### config.mk
export PLATFORM = sky130hd
export DESIGN_NAME = game_ctrl
export DESIGN_NICKNAME = d
export VERILOG_FILES = /design/src/rtl/game_pkg.sv /design/src/rtl/btn_debounce.sv /design/src/rtl/game_ctrl.sv
export SDC_FILE = /design/constraint.sdc
export NUM_CORES = 1
export LEC_CHECK = 0
export CAP_MARGIN = 20
export CORE_ASPECT_RATIO = 1.75
export CORE_MARGIN = 4
export CORE_UTILIZATION = 35
export DETAILED_ROUTE_END_ITERATION = 10
export GPL_ROUTABILITY_DRIVEN = 0
export GPL_TIMING_DRIVEN = 0
export RECOVER_POWER = 25
export SYNTH_ARGS = -nofsm -noshare
export SYNTH_HDL_FRONTEND = slang
export SYNTH_SLANG_ARGS = --single-unit
### constraint.sdc
create_clock -name clk -period 1.6 [get_ports clk]
set_input_delay 0.32 -clock clk [delete_from_list [all_inputs] [get_ports clk]]
set_output_delay 0.32 -clock clk [all_outputs]
set_load 0.02 [all_outputs]
### src/rtl/game_pkg.sv
// -----------------------------------------------------------------------------
// game_pkg
// Shared definitions for the game controller and the dino/obstacle renderers:
// game state encodings, score width and a saturating score increment helper.
// -----------------------------------------------------------------------------
package game_pkg;

   localparam int SCORE_W = 14;
   localparam logic [SCORE_W-1:0] SCORE_MAX = {SCORE_W{1'b1}};
   localparam logic [SCORE_W-1:0] SCORE_ONE = {{(SCORE_W-1){1'b0}}, 1'b1};

   typedef enum logic [1:0] {
      GS_UNBEGIN = 2'b00,
      GS_RUNNING = 2'b01,
      GS_DEAD    = 2'b10,
      GS_ILLEGAL = 2'b11
   } gamestate_t;

   // Score stops at all-ones instead of wrapping back to zero.
   function automatic logic [SCORE_W-1:0] score_inc(input logic [SCORE_W-1:0] s);
      return (s == SCORE_MAX) ? s : s + SCORE_ONE;
   endfunction

endpackage

### src/rtl/btn_debounce.sv
// -----------------------------------------------------------------------------
// btn_debounce
// Synchronizes a raw asynchronous push-button into clk, then only lets the
// debounced level follow once the synchronized input has differed from it for
// DEBOUNCE_CYCLES consecutive cycles.
//   clk     in   system clock
//   rst     in   synchronous active-high reset
//   btn_raw in   raw button, asynchronous
//   level   out  debounced level (registered)
//   rise    out  one-clk pulse on a debounced 0->1 change (registered)
// -----------------------------------------------------------------------------
module btn_debounce #(
   parameter int DEBOUNCE_CYCLES = 16
) (
   input  logic clk,
   input  logic rst,
   input  logic btn_raw,
   output logic level,
   output logic rise
);

   localparam int CW = (DEBOUNCE_CYCLES > 1) ? $clog2(DEBOUNCE_CYCLES) : 1;
   localparam logic [CW-1:0] CNT_LAST = CW'(DEBOUNCE_CYCLES - 1);
   localparam logic [CW-1:0] CNT_ONE  = CW'(1);

   logic          sync1_q, sync1_d;
   logic          sync2_q, sync2_d;
   logic [CW-1:0] cnt_q, cnt_d;
   logic          level_q, level_d;
   logic          rise_q, rise_d;

   always_comb begin
      sync1_d = btn_raw;
      sync2_d = sync1_q;
      cnt_d   = '0;
      level_d = level_q;
      rise_d  = 1'b0;
      // Any cycle where the input agrees with the level restarts the count.
      if (sync2_q != level_q) begin
         if (cnt_q == CNT_LAST) begin
            level_d = sync2_q;
            rise_d  = sync2_q;
         end else begin
            cnt_d = cnt_q + CNT_ONE;
         end
      end
   end

   always_ff @(posedge clk) begin
      if (rst) begin
         sync1_q <= 1'b0;
         sync2_q <= 1'b0;
         cnt_q   <= '0;
         level_q <= 1'b0;
         rise_q  <= 1'b0;
      end else begin
         sync1_q <= sync1_d;
         sync2_q <= sync2_d;
         cnt_q   <= cnt_d;
         level_q <= level_d;
         rise_q  <= rise_d;
      end
   end

   assign level = level_q;
   assign rise  = rise_q;

endmodule

### src/rtl/game_ctrl.sv
// -----------------------------------------------------------------------------
// game_ctrl
// Top-level game state machine: UNBEGIN -> RUNNING -> DEAD -> UNBEGIN, jump
// request handshake with the dino renderer, duck level and frame score.
// Optional feature macro: GAME_CTRL_DUCK_EN (enables btn_down / lying).
//   clk         in   system clock
//   rst         in   synchronous active-high reset
//   refreshclk  in   frame tick, asynchronous, sampled as data
//   btn_jump    in   raw jump button
//   btn_down    in   raw duck button (unused unless GAME_CTRL_DUCK_EN)
//   isemptyDino in   dino layer transparent at current pixel
//   isemptyObs  in   obstacle layer transparent at current pixel
//   pix_valid   in   current pixel is visible
//   jump        out  jump request, held until the next frame tick consumes it
//   lying       out  duck level
//   gamestate   out  00 UNBEGIN, 01 RUNNING, 10 DEAD (also the FSM debug view)
//   score       out  frames survived in the current run
// All outputs come straight from flops.
// -----------------------------------------------------------------------------
module game_ctrl
   import game_pkg::*;
#(
   parameter int DEBOUNCE_CYCLES = 16,
   parameter int DEAD_HOLDOFF    = 30
) (
   input  logic               clk,
   input  logic               rst,
   input  logic               refreshclk,
   input  logic               btn_jump,
   input  logic               btn_down,
   input  logic               isemptyDino,
   input  logic               isemptyObs,
   input  logic               pix_valid,
   output logic               jump,
   output logic               lying,
   output logic [1:0]         gamestate,
   output logic [SCORE_W-1:0] score
);

   localparam int HW = (DEAD_HOLDOFF > 0) ? $clog2(DEAD_HOLDOFF + 1) : 1;
   localparam logic [HW-1:0] HOLD_MAX = HW'(DEAD_HOLDOFF);
   localparam logic [HW-1:0] HOLD_ONE = HW'(1);

   // Frame tick: 2-flop synchronizer plus one flop for edge detection.
   logic ref_s1_q, ref_s2_q, ref_s3_q;
   logic tick;

   always_ff @(posedge clk) begin
      if (rst) begin
         ref_s1_q <= 1'b0;
         ref_s2_q <= 1'b0;
         ref_s3_q <= 1'b0;
      end else begin
         ref_s1_q <= refreshclk;
         ref_s2_q <= ref_s1_q;
         ref_s3_q <= ref_s2_q;
      end
   end

   assign tick = ref_s2_q & ~ref_s3_q;

   logic jump_press;
   logic unused_jump_level;
   logic duck_level;

   btn_debounce #(.DEBOUNCE_CYCLES(DEBOUNCE_CYCLES)) u_jump_db (
      .clk     (clk),
      .rst     (rst),
      .btn_raw (btn_jump),
      .level   (unused_jump_level),
      .rise    (jump_press)
   );

`ifdef GAME_CTRL_DUCK_EN
   logic unused_down_rise;

   btn_debounce #(.DEBOUNCE_CYCLES(DEBOUNCE_CYCLES)) u_down_db (
      .clk     (clk),
      .rst     (rst),
      .btn_raw (btn_down),
      .level   (duck_level),
      .rise    (unused_down_rise)
   );
`else
   logic unused_btn_down;
   assign unused_btn_down = btn_down;
   assign duck_level      = 1'b0;
`endif

   gamestate_t         state_q, state_d;
   logic               jump_q, jump_d;
   logic               lying_q, lying_d;
   logic [SCORE_W-1:0] score_q, score_d;
   logic [HW-1:0]      hold_q, hold_d;
   logic               collide;

   assign collide = pix_valid & ~isemptyDino & ~isemptyObs;

   always_comb begin
      state_d = state_q;
      jump_d  = jump_q;
      score_d = score_q;
      hold_d  = hold_q;
      case (state_q)
         GS_UNBEGIN: begin
            jump_d = 1'b0;
            // The starting press only starts the run; it is not a jump.
            if (jump_press) begin
               state_d = GS_RUNNING;
               score_d = '0;
            end
         end
         GS_RUNNING: begin
            // A collision wins over any press or tick in the same cycle.
            if (collide) begin
               state_d = GS_DEAD;
               jump_d  = 1'b0;
               hold_d  = '0;
            end else begin
               if (tick) begin
                  score_d = score_inc(score_q);
               end
               // Hold jump until a frame tick has seen it; presses while it
               // is pending are dropped.
               if (jump_q) begin
                  if (tick) begin
                     jump_d = 1'b0;
                  end
               end else if (jump_press) begin
                  jump_d = 1'b1;
               end
            end
         end
         GS_DEAD: begin
            jump_d = 1'b0;
            if (tick && (hold_q != HOLD_MAX)) begin
               hold_d = hold_q + HOLD_ONE;
            end
            if (jump_press && (hold_q == HOLD_MAX)) begin
               state_d = GS_UNBEGIN;
            end
         end
         default: begin
            state_d = GS_UNBEGIN;
            jump_d  = 1'b0;
         end
      endcase
      // Computed from next-state values so lying lines up with jump/gamestate.
      lying_d = (state_d == GS_RUNNING) && !jump_d && duck_level;
   end

   always_ff @(posedge clk) begin
      if (rst) begin
         state_q <= GS_UNBEGIN;
         jump_q  <= 1'b0;
         lying_q <= 1'b0;
         score_q <= '0;
         hold_q  <= '0;
      end else begin
         state_q <= state_d;
         jump_q  <= jump_d;
         lying_q <= lying_d;
         score_q <= score_d;
         hold_q  <= hold_d;
      end
   end

   assign jump      = jump_q;
   assign lying     = lying_q;
   assign gamestate = state_q;
   assign score     = score_q;

endmodule

==> results of run 1 <==
## sequential cells by signal, indices dropped and copies added, names as in the netlist, 2 cells and up
register         flops
gamestate            2
hold_q               5
score               14
u_jump_db.cnt_q      4
## logic make-up (layout without fill, tap and decap cells)
logic type,Yosys count,after routing,share of synthesized area (%)
fa+ha+maj,4,4,2.93
simple gates,81,81,27.9
mux,4,4,2.35
compound gates,39,39,19.8
flops,33,33,38.7
xor+xnor,3,3,1.54
buf+inv,24,69,6.53
other cells,1,1,0.220
## worst reg2reg max path: stages (launching register included)
cell,delay (ns)
dfxtp_4,0.37
ha_4,0.16
nand3_4,0.09
or4_4,0.47
clkbuf_16,0.19
a31oi_4,0.14
o21ai_1,0.07
## what timing repair did
item / 4_1_cts / 5_1_grt
gates resized for setup: 29 / 40
hold buffers: 0 / 0
pin swaps: 2 / 7
endpoints found under the setup margin: 37 / 22
gates cloned: 1 / 2
setup buffers: 4 / 7
## where the power goes
group          total [W]  internal (W)  leakage [nW]  switching (W)
sequential      0.000815      0.000813         0.277     0.00000232
clock           0.000625      0.000300        0.0439       0.000325
combinational  0.0000582     0.0000243         0.639      0.0000339
total            0.00150       0.00114         0.960       0.000361
## per-layer routing
layer | vias up | part of all wire, %
met4 | 0 | 2.8
met2 | 50 | 53
met3 | 10 | 5.1
li1 | 798 | -
met1 | 748 | 39
met5 | - | 0
## cell type report
type | instances | area, µm²
clock inverters | 3 | 17.5
fillers | 461 | 2300
clock buffers | 5 | 68.8
multi-input cells | 132 | 1080
flip-flops and latches | 33 | 701
repair buffers | 37 | 348
well taps | 52 | 65.1
inverters | 16 | 60.1
plain buffers | 8 | 66.3
## placed cells by master (no fill, tap or decap), drive strengths merged, types with 4 or more instances in the layout
cell type | synthesis | final
nand3 | 15 | 15
clkbuf | 3 | 10
o21ai | 4 | 4
ha | 4 | 4
o2111ai | 4 | 4
a21oi | 7 | 7
nor4 | 4 | 4
dfxtp | 33 | 33
nor2 | 11 | 11
o311ai | 8 | 8
dlygate4sd2 | 0 | 14
nand4 | 9 | 9
mux2i | 4 | 4
nand2 | 15 | 15
nor2b | 7 | 7
o211ai | 4 | 4
dlymetal6s2s | 0 | 6
a31oi | 4 | 4
buf | 5 | 18
inv | 16 | 16
## stage by stage
stage	setup slack (ns)	cells	utilization [%]	hold slack (ns)	cell area (µm²)
4_1_cts	0.00236	277	46.5	0.449	2190
5_1_grt	-0.0534	286	51.0	0.461	2400
3_5_place_dp	-0.529	264	43.1	0.426	2030
2_1_floorplan	0.0173	189	-	0.414	1730
6_report	-0.00856	286	51.0	0.443	2400
3_3_place_gp	-0.554	264	43.1	0.419	2030
## worst min-delay path by stage
stage / start / end / slack [ns] / cells past startpoint
finish: u_jump_db.sync1_q / u_jump_db.sync2_q / 0.44 / 1
CTS: ref_s1_q / ref_s2_q / 0.45 / 1
global route: u_jump_db.sync1_q / u_jump_db.sync2_q / 0.46 / 1
global placement: u_jump_db.sync1_q / u_jump_db.sync2_q / 0.42 / 1
floorplan: ref_s1_q / ref_s2_q / 0.41 / 1
detailed placement: u_jump_db.sync1_q / u_jump_db.sync2_q / 0.43 / 1
==> impl_metrics.py, run 1 <==
metrics = {
    "die": {
        "die_h_um": 100,
        "pin_count": 26,
        "initial_core_util_pct": 36.2,
        "die_area_um2": 6100,
        "die_w_um": 60.8,
        "rows": 33,
        "fp.coreArea_um2": 4710,
    },
    "detailed_routing": {
        "ant_nets": 0,
        "drc_errors": 0,
        "wire_per_inst_um": 15.4,
        "routed_via_density": 5.62,
        "num_vias": 1606,
        "drt-initial-drc-count": 30,
        "dr.pass1.iters": 4,
        "drt_wl_total_um": 4410,
    },
    "power_and_ir_drop": {
        "ir_drop_v": 0.000764,
        "report.power.total_w": 0.00150,
        "leakagePower_nw": 0.960,
        "p_per_area_nw_per_um2": 624,
    },
    "global_route": {
        "use_met1_pct": 17.0,
        "overflow": 0,
        "grtUsageTotal_pct": 14.9,
        "grt.busiest_layer": "met2",
        "antenna_found_initial": 0,
        "grt_pass1_vias": 1458,
        "use_met3_pct": 3.35,
        "grt_max_degree": 12,
        "gr-usage-met2_pct": 25.8,
        "grt_pass1_wl_um": 6910,
    },
    "setup_path": {
        "path_delay_family": "simple AND/OR/NAND/NOR gates",
        "ff2ff_setup_slack_ns": -0.009,
        "r2r_cells": 6,
        "r2r_end": "score[8]",
        "path_buf_inv": 1,
        "critPathLaunchType": "flop",
        "reg2reg_from": "score[0]",
        "cp.arrival_ns": 1.79,
        "critPathRequiredTime_ns": 1.78,
        "crit_end": "score[8]",
        "critPathCaptureType": "flop",
        "path_max_fanout": 5,
        "slowest_stage": "or4_4",
        "crit_chain": "ha_4 -> nand3_4 -> or4_4 -> clkbuf_16 -> a31oi_4 -> o21ai_1",
        "cp.depth": 6,
        "worstSetupStartpoint": "score[0]",
        "cpPeakStageDelay_ns": 0.47,
        "path_class": "reg -> reg",
    },
    "synthesis": {
        "yosysMostFrequentCell": "dfxtp_1",
        "ys_seq_area_share_pct": 38.7,
        "synthTopCellsByCount": "dfxtp_1, inv_1, nand2_1",
        "synthesis.nets": 201,
        "yosys_warnings": 0,
        "yosys.area.top_type_share_pct": 38.7,
        "synth_edf_count": 0,
        "synth.distinct_cells": 47,
        "synthFlopType": "dfxtp_1",
        "synth.area.top_cells": "dfxtp_1, o311ai_2, nand3_1",
        "yosysTopAreaCell": "dfxtp_1",
        "synth_cells": 189,
        "syn_area_per_cell_um2": 9.02,
        "async_reset_ff_share_pct": 0,
        "syn-cell-area_um2": 1710,
        "ys_ff_latch": 33,
    },
    "status": {
        "violations": "setup timing",
        "status": "complete, but fails checks",
    },
    "sta": {
        "report.final.hold_viol_count": 0,
        "fin_crit_ns": 1.61,
        "tns_ns": -0.00856,
        "finalSetupViolCount": 1,
        "clock_skew_ns": 0.00626,
        "rsz0062_at_grt": "true",
        "max_freq_mhz": 622,
        "slew_viol_final": 0,
        "timing.final.crit_share_pct": 101,
        "finalWorstSetupSlack_ns": -0.00856,
    },
    "place": {
        "hpwl_um": 2960,
        "io_buffers": 23,
    },
    "job": {
        "max-cap-violations": 0,
    },
    "finish": {
        "area_delta_synth_final_pct": 40.9,
        "drive_above_1_share_pct": 32.9,
        "nets": 245,
        "diodes": 0,
    },
    "cts": {
        "cts_root_buffer": "clkbuf_8",
        "htreeDepth": 2,
        "cts_tree": "yes",
        "cts_sinks": 33,
        "numCtsBuffers": 5,
        "clk_latency_ns": 0.29,
        "cts_buffer_depth": 2,
        "clk_pin_slew_ns": 0.07,
    },
    "min_path": {
        "hold_path.class": "reg -> reg",
    },
}
(Power assumes the default switching activity.)
==> inputs of run 2 (changes only) <==
--- a/config.mk
+++ b/config.mk
@@ -5,6 +5,7 @@
 export SDC_FILE = /design/constraint.sdc
 export NUM_CORES = 1
 export LEC_CHECK = 0
+export ABC_CLOCK_PERIOD_IN_PS = 1600
 export CAP_MARGIN = 20
 export CORE_ASPECT_RATIO = 1.75
 export CORE_MARGIN = 4
==> constraint.sdc (replaced) <==
create_clock -name clk -period 1.6 [get_ports clk]
set_input_delay 0.24 -clock clk [delete_from_list [all_inputs] [get_ports clk]]
set_output_delay 0.24 -clock clk [all_outputs]
set_load 0.02 [all_outputs]
==> impl_metrics.py, run 2 (synthesis gave the netlist of run 1 again) <==
metrics = {
    "status": {
        "status": "completed",
    },
    "finish": {
        "area_delta_synth_final_pct": 34.6,
        "nets": 238,
        "fin_cells": 279,
        "drive_above_1_share_pct": 28.2,
        "largest_reg_flops": 14,
        "diodes": 0,
        "most-common-layout-cells": "clkdlybuf4s50_1, dfxtp_1, inv_1, nand2_1",
        "layout_commonest_cell": "clkdlybuf4s50_1",
    },
    "global_route": {
        "use_met3_pct": 3.35,
        "antenna_found_initial": 0,
        "overflow": 0,
        "grt_pass1_vias": 1451,
        "grt_max_degree": 12,
        "use_met1_pct": 17.0,
        "grt_pass1_wl_um": 6800,
        "grtUsageTotal_pct": 14.6,
        "grt.busiest_layer": "met2",
        "gr-usage-met2_pct": 25.0,
    },
    "setup_path": {
        "critPathRequiredTime_ns": 1.76,
        "r2r_end": "score[5]",
        "cp.arrival_ns": 1.73,
        "ff2ff_setup_slack_ns": 0.03,
        "path_max_fanout": 10,
        "critPathCaptureType": "flop",
        "path_class": "reg -> reg",
        "r2r_cells": 6,
        "reg2reg_from": "score[1]",
        "critPathLaunchType": "flop",
    },
    "sta": {
        "fin_crit_ns": 1.57,
        "clock_skew_ns": 0.00647,
        "tns_ns": 0,
        "finalSetupViolCount": 0,
        "report.final.hold_viol_count": 0,
        "timing.final.crit_share_pct": 98.4,
        "max_freq_mhz": 635,
        "slew_viol_final": 0,
        "rsz0062_at_grt": "true",
        "holdWs_ns": 0.442,
    },
    "job": {
        "max-cap-violations": 0,
    },
    "die": {
        "fp.coreArea_um2": 4710,
        "die_w_um": 60.8,
        "rows": 33,
        "die_area_um2": 6100,
        "pin_count": 26,
        "initial_core_util_pct": 36.2,
        "die_h_um": 100,
    },
    "cts": {
        "cts_root_buffer": "clkbuf_8",
        "clk_pin_slew_ns": 0.07,
        "cts_buffer_depth": 2,
        "numCtsBuffers": 5,
        "clk_latency_ns": 0.29,
        "cts_sinks": 33,
        "ctsHoldBuffers": 0,
        "htreeDepth": 2,
        "cts_tree": "yes",
    },
    "detailed_routing": {
        "routed_via_density": 5.56,
        "dr.pass1.iters": 5,
        "drt_wl_total_um": 4090,
        "drc_errors": 0,
        "drt-initial-drc-count": 31,
        "wire_per_inst_um": 14.7,
        "num_vias": 1551,
        "ant_nets": 0,
    },
    "min_path": {
        "hold_start": "u_jump_db.sync1_q",
        "hold_path_end": "u_jump_db.sync2_q",
        "hold-path-cell-count": 1,
        "hold_path.class": "reg -> reg",
    },
    "place": {
        "hpwl_um": 2960,
        "placed_cells": 264,
        "io_buffers": 23,
    },
    "power_and_ir_drop": {
        "p_per_area_nw_per_um2": 653,
        "leakagePower_nw": 0.801,
        "report.power.total_w": 0.00150,
        "ir_drop_v": 0.000765,
    },
}
## run 2: routing by layer
metal  wire length (µm)  up-vias
met1               1700      734
met2               2160       29
met3                155        8
met4                 78        0
li1                   -      780
met5                  0        -
## run 2: metrics by stage
step / util, % / area (µm²) / worst slack (ns)
after global placement: 43.1 / 2030 / -0.474
final: 48.8 / 2290 / 0.0261
after global routing: 48.8 / 2290 / -0.0298
after floorplan: - / 1730 / 0.0173
after detailed placement: 43.1 / 2030 / -0.449
after CTS: 46.6 / 2190 / 0.00112
## run 2: report_power, final
part | switching (W) | total (W) | internal (W)
clock | 0.000323 | 0.000623 | 0.000300
sequential | 0.00000231 | 0.000815 | 0.000813
combinational | 0.0000326 | 0.0000596 | 0.0000270
## run 2: area by class of cell
cell class                      instances  area (µm²)
Fill cell                             465        2410
Multi-Input combinational cell        132        1040
Sequential cell                        33         701
Timing Repair Buffer                   30         282
Clock buffer                            5        68.8
Tap cell                               52        65.1
Buffer                                  8        62.6
Inverter                               16        60.1
Clock inverter                          3        17.5
## run 2: worst max path at each step
stage | startpoint | end | slack (ns) | cells past startpoint
final | score[1] | score[5] | 0.03 | 6
after global routing | score[1] | score[5] | -0.03 | 6
after CTS | rst | score[6] | 0.001 | 5
after detailed placement | rst | score[9] | -0.45 | 6
after global placement | rst | score[11] | -0.47 | 6
after floorplan | score[12] | score[11] | 0.02 | 5
## run 2: what timing repair did
item                                    4_1_cts  5_1_grt
setup buffers                                 4        3
pin swaps                                     1        6
endpoints found under the setup margin       18       23
gates resized for setup                      16       23
## run 2: worst max-delay path, stage by stage, from the launching register on
cell and delay [ns]:
dfxtp_4 0.38, ha_4 0.15, nand3_2 0.11, or4_4 0.45
buf_8 0.17, nand3_1 0.08, o311ai_2 0.11
==> inputs of run 3 (changes only) <==
--- a/config.mk
+++ b/config.mk
@@ -8,11 +8,12 @@
 export ABC_CLOCK_PERIOD_IN_PS = 1600
 export CAP_MARGIN = 20
 export CORE_ASPECT_RATIO = 1.75
-export CORE_MARGIN = 4
+export CORE_MARGIN = 2
 export CORE_UTILIZATION = 35
 export DETAILED_ROUTE_END_ITERATION = 10
 export GPL_ROUTABILITY_DRIVEN = 0
 export GPL_TIMING_DRIVEN = 0
+export HOLD_SLACK_MARGIN = 0.06
 export RECOVER_POWER = 25
 export SYNTH_ARGS = -nofsm -noshare
 export SYNTH_HDL_FRONTEND = slang
==> impl_metrics.py, run 3 (synthesis gave the netlist of run 1 again) <==
metrics = {
    "cts": {
        "numCtsBuffers": 5,
        "clk_pin_slew_ns": 0.07,
        "cts_root_buffer": "clkbuf_8",
        "clk_latency_ns": 0.29,
        "htreeDepth": 2,
        "cts_buffer_depth": 2,
        "cts_sinks": 33,
        "ctsHoldBuffers": 0,
        "cts_tree": "yes",
    },
    "setup_path": {
        "path_class": "reg -> reg",
        "path_delay_family": "simple AND/OR/NAND/NOR gates",
        "crit_chain": "nand3_2 -> or4_4 -> buf_6 -> nand4_1 -> o311ai_2",
        "critPathRequiredTime_ns": 1.75,
        "critPathCaptureType": "flop",
        "critPathLaunchType": "flop",
        "cpPeakStageDelay_ns": 0.55,
        "path_buf_inv": 1,
        "path_max_fanout": 10,
        "cp.arrival_ns": 1.73,
        "slowest_stage": "or4_4",
    },
    "finish": {
        "area_delta_synth_final_pct": 29.1,
        "diodes": 0,
        "utilization_pct": 46.8,
        "largest_reg_flops": 14,
        "most-common-layout-cells": "dfxtp_1, clkdlybuf4s50_1, inv_1, nand2_1",
        "num-fill-cells": 479,
        "nets": 234,
        "drive_above_1_share_pct": 24.2,
        "fin_area_um2": 2200,
    },
    "detailed_routing": {
        "routed_via_density": 5.56,
        "num_vias": 1529,
        "ant_nets": 0,
        "drt_wl_total_um": 3930,
        "wire_per_inst_um": 14.3,
        "dr.pass1.iters": 4,
        "drc_errors": 0,
        "drt-initial-drc-count": 30,
    },
    "global_route": {
        "grt_pass1_vias": 1477,
        "grtUsageTotal_pct": 15.7,
        "overflow": 0,
        "grt_max_degree": 12,
        "gr-usage-met2_pct": 28.2,
        "grt.busiest_layer": "met2",
        "use_met3_pct": 2.82,
        "antenna_found_initial": 0,
        "use_met1_pct": 16.7,
        "grt_pass1_wl_um": 6700,
    },
    "sta": {
        "fin_crit_ns": 1.58,
        "finalWorstSetupSlack_ns": 0.0200,
        "holdWs_ns": 0.447,
        "max_freq_mhz": 633,
        "timing.final.crit_share_pct": 98.7,
        "finalSetupViolCount": 0,
        "clock_skew_ns": 0.00645,
        "rsz0062_at_grt": "true",
        "slew_viol_final": 0,
        "report.final.hold_viol_count": 0,
    },
    "die": {
        "die_h_um": 96.3,
        "die_area_um2": 5470,
        "fp.coreArea_um2": 4710,
        "die_w_um": 56.8,
        "rows": 33,
        "pin_count": 26,
        "initial_core_util_pct": 36.2,
    },
    "min_path": {
        "hold_path.class": "reg -> reg",
    },
    "place": {
        "place_ws_ns": -0.509,
        "hpwl_um": 2850,
        "placed_area_um2": 2030,
        "io_buffers": 23,
    },
    "job": {
        "max-cap-violations": 0,
    },
    "power_and_ir_drop": {
        "p_per_area_nw_per_um2": 680,
        "leakagePower_nw": 0.747,
        "ir_drop_v": 0.000444,
        "report.power.total_w": 0.00150,
    },
    "status": {
        "status": "completed",
    },
}
==> run 3: cell types whose count changed in the layout (fill, tap and decap cells not counted), moves of 2 or more <==
cell | before | now
a31oi_1 | 2 | 4
a31oi_4 | 2 | 0
buf_4 | 10 | 6
dfxtp_1 | 17 | 19
dfxtp_4 | 8 | 5
==> run 3: final timing paths <==
check / startpoint / end / slack [ns] / depth (start not counted)
hold / removal: ref_s1_q / ref_s2_q / 0.45 / 1
hold reg to reg: ref_s1_q / ref_s2_q / 0.45 / 1
setup / recovery: score[10] / score[11] / 0.02 / 5
setup reg to reg: score[10] / score[11] / 0.02 / 5
==> run 3: metrics by stage <==
stage | std cells | TNS (ns)
2_1_floorplan | 189 | 0
3_3_place_gp | 264 | -8.68
3_5_place_dp | 264 | -8.53
4_1_cts | 274 | 0
5_1_grt | 275 | -0.171
6_report | 275 | 0
==> run 3: power by group <==
| part | switching, W | internal, W |
|---|---|---|
| combinational | 0.0000330 | 0.0000254 |
| clock | 0.000319 | 0.000300 |
| sequential | 0.00000244 | 0.000818 |
==> run 3: layer usage <==
layer | routed length [µm] | vias to the layer above
li1 | - | 771
met1 | 1610 | 708
met2 | 2060 | 40
met3 | 137 | 10
met4 | 124 | 0
met5 | 0 | -
==> run 3: area by class of cell <==
cell class / count / area, µm² / area share, %
clock buffer: 5 / 68.8 / 3.13
clock inverter: 3 / 17.5 / 0.795
tap: 52 / 65.1 / 2.95
sequential: 33 / 691 / 31.4
buffer: 8 / 58.8 / 2.67
timing repair buffer: 26 / 243 / 11.0
inverter: 16 / 60.1 / 2.73
multi-input combinational: 132 / 998 / 45.3
==> run 3: timing repair <==
action / in CTS / in global routing
setup endpoints to repair: 19 / 23
setup buffers: 2 / 1
pin swaps: 3 / 0
resized for setup: 17 / 13
endpoints found under the hold margin: 0 / 0
gates cloned: 0 / 0
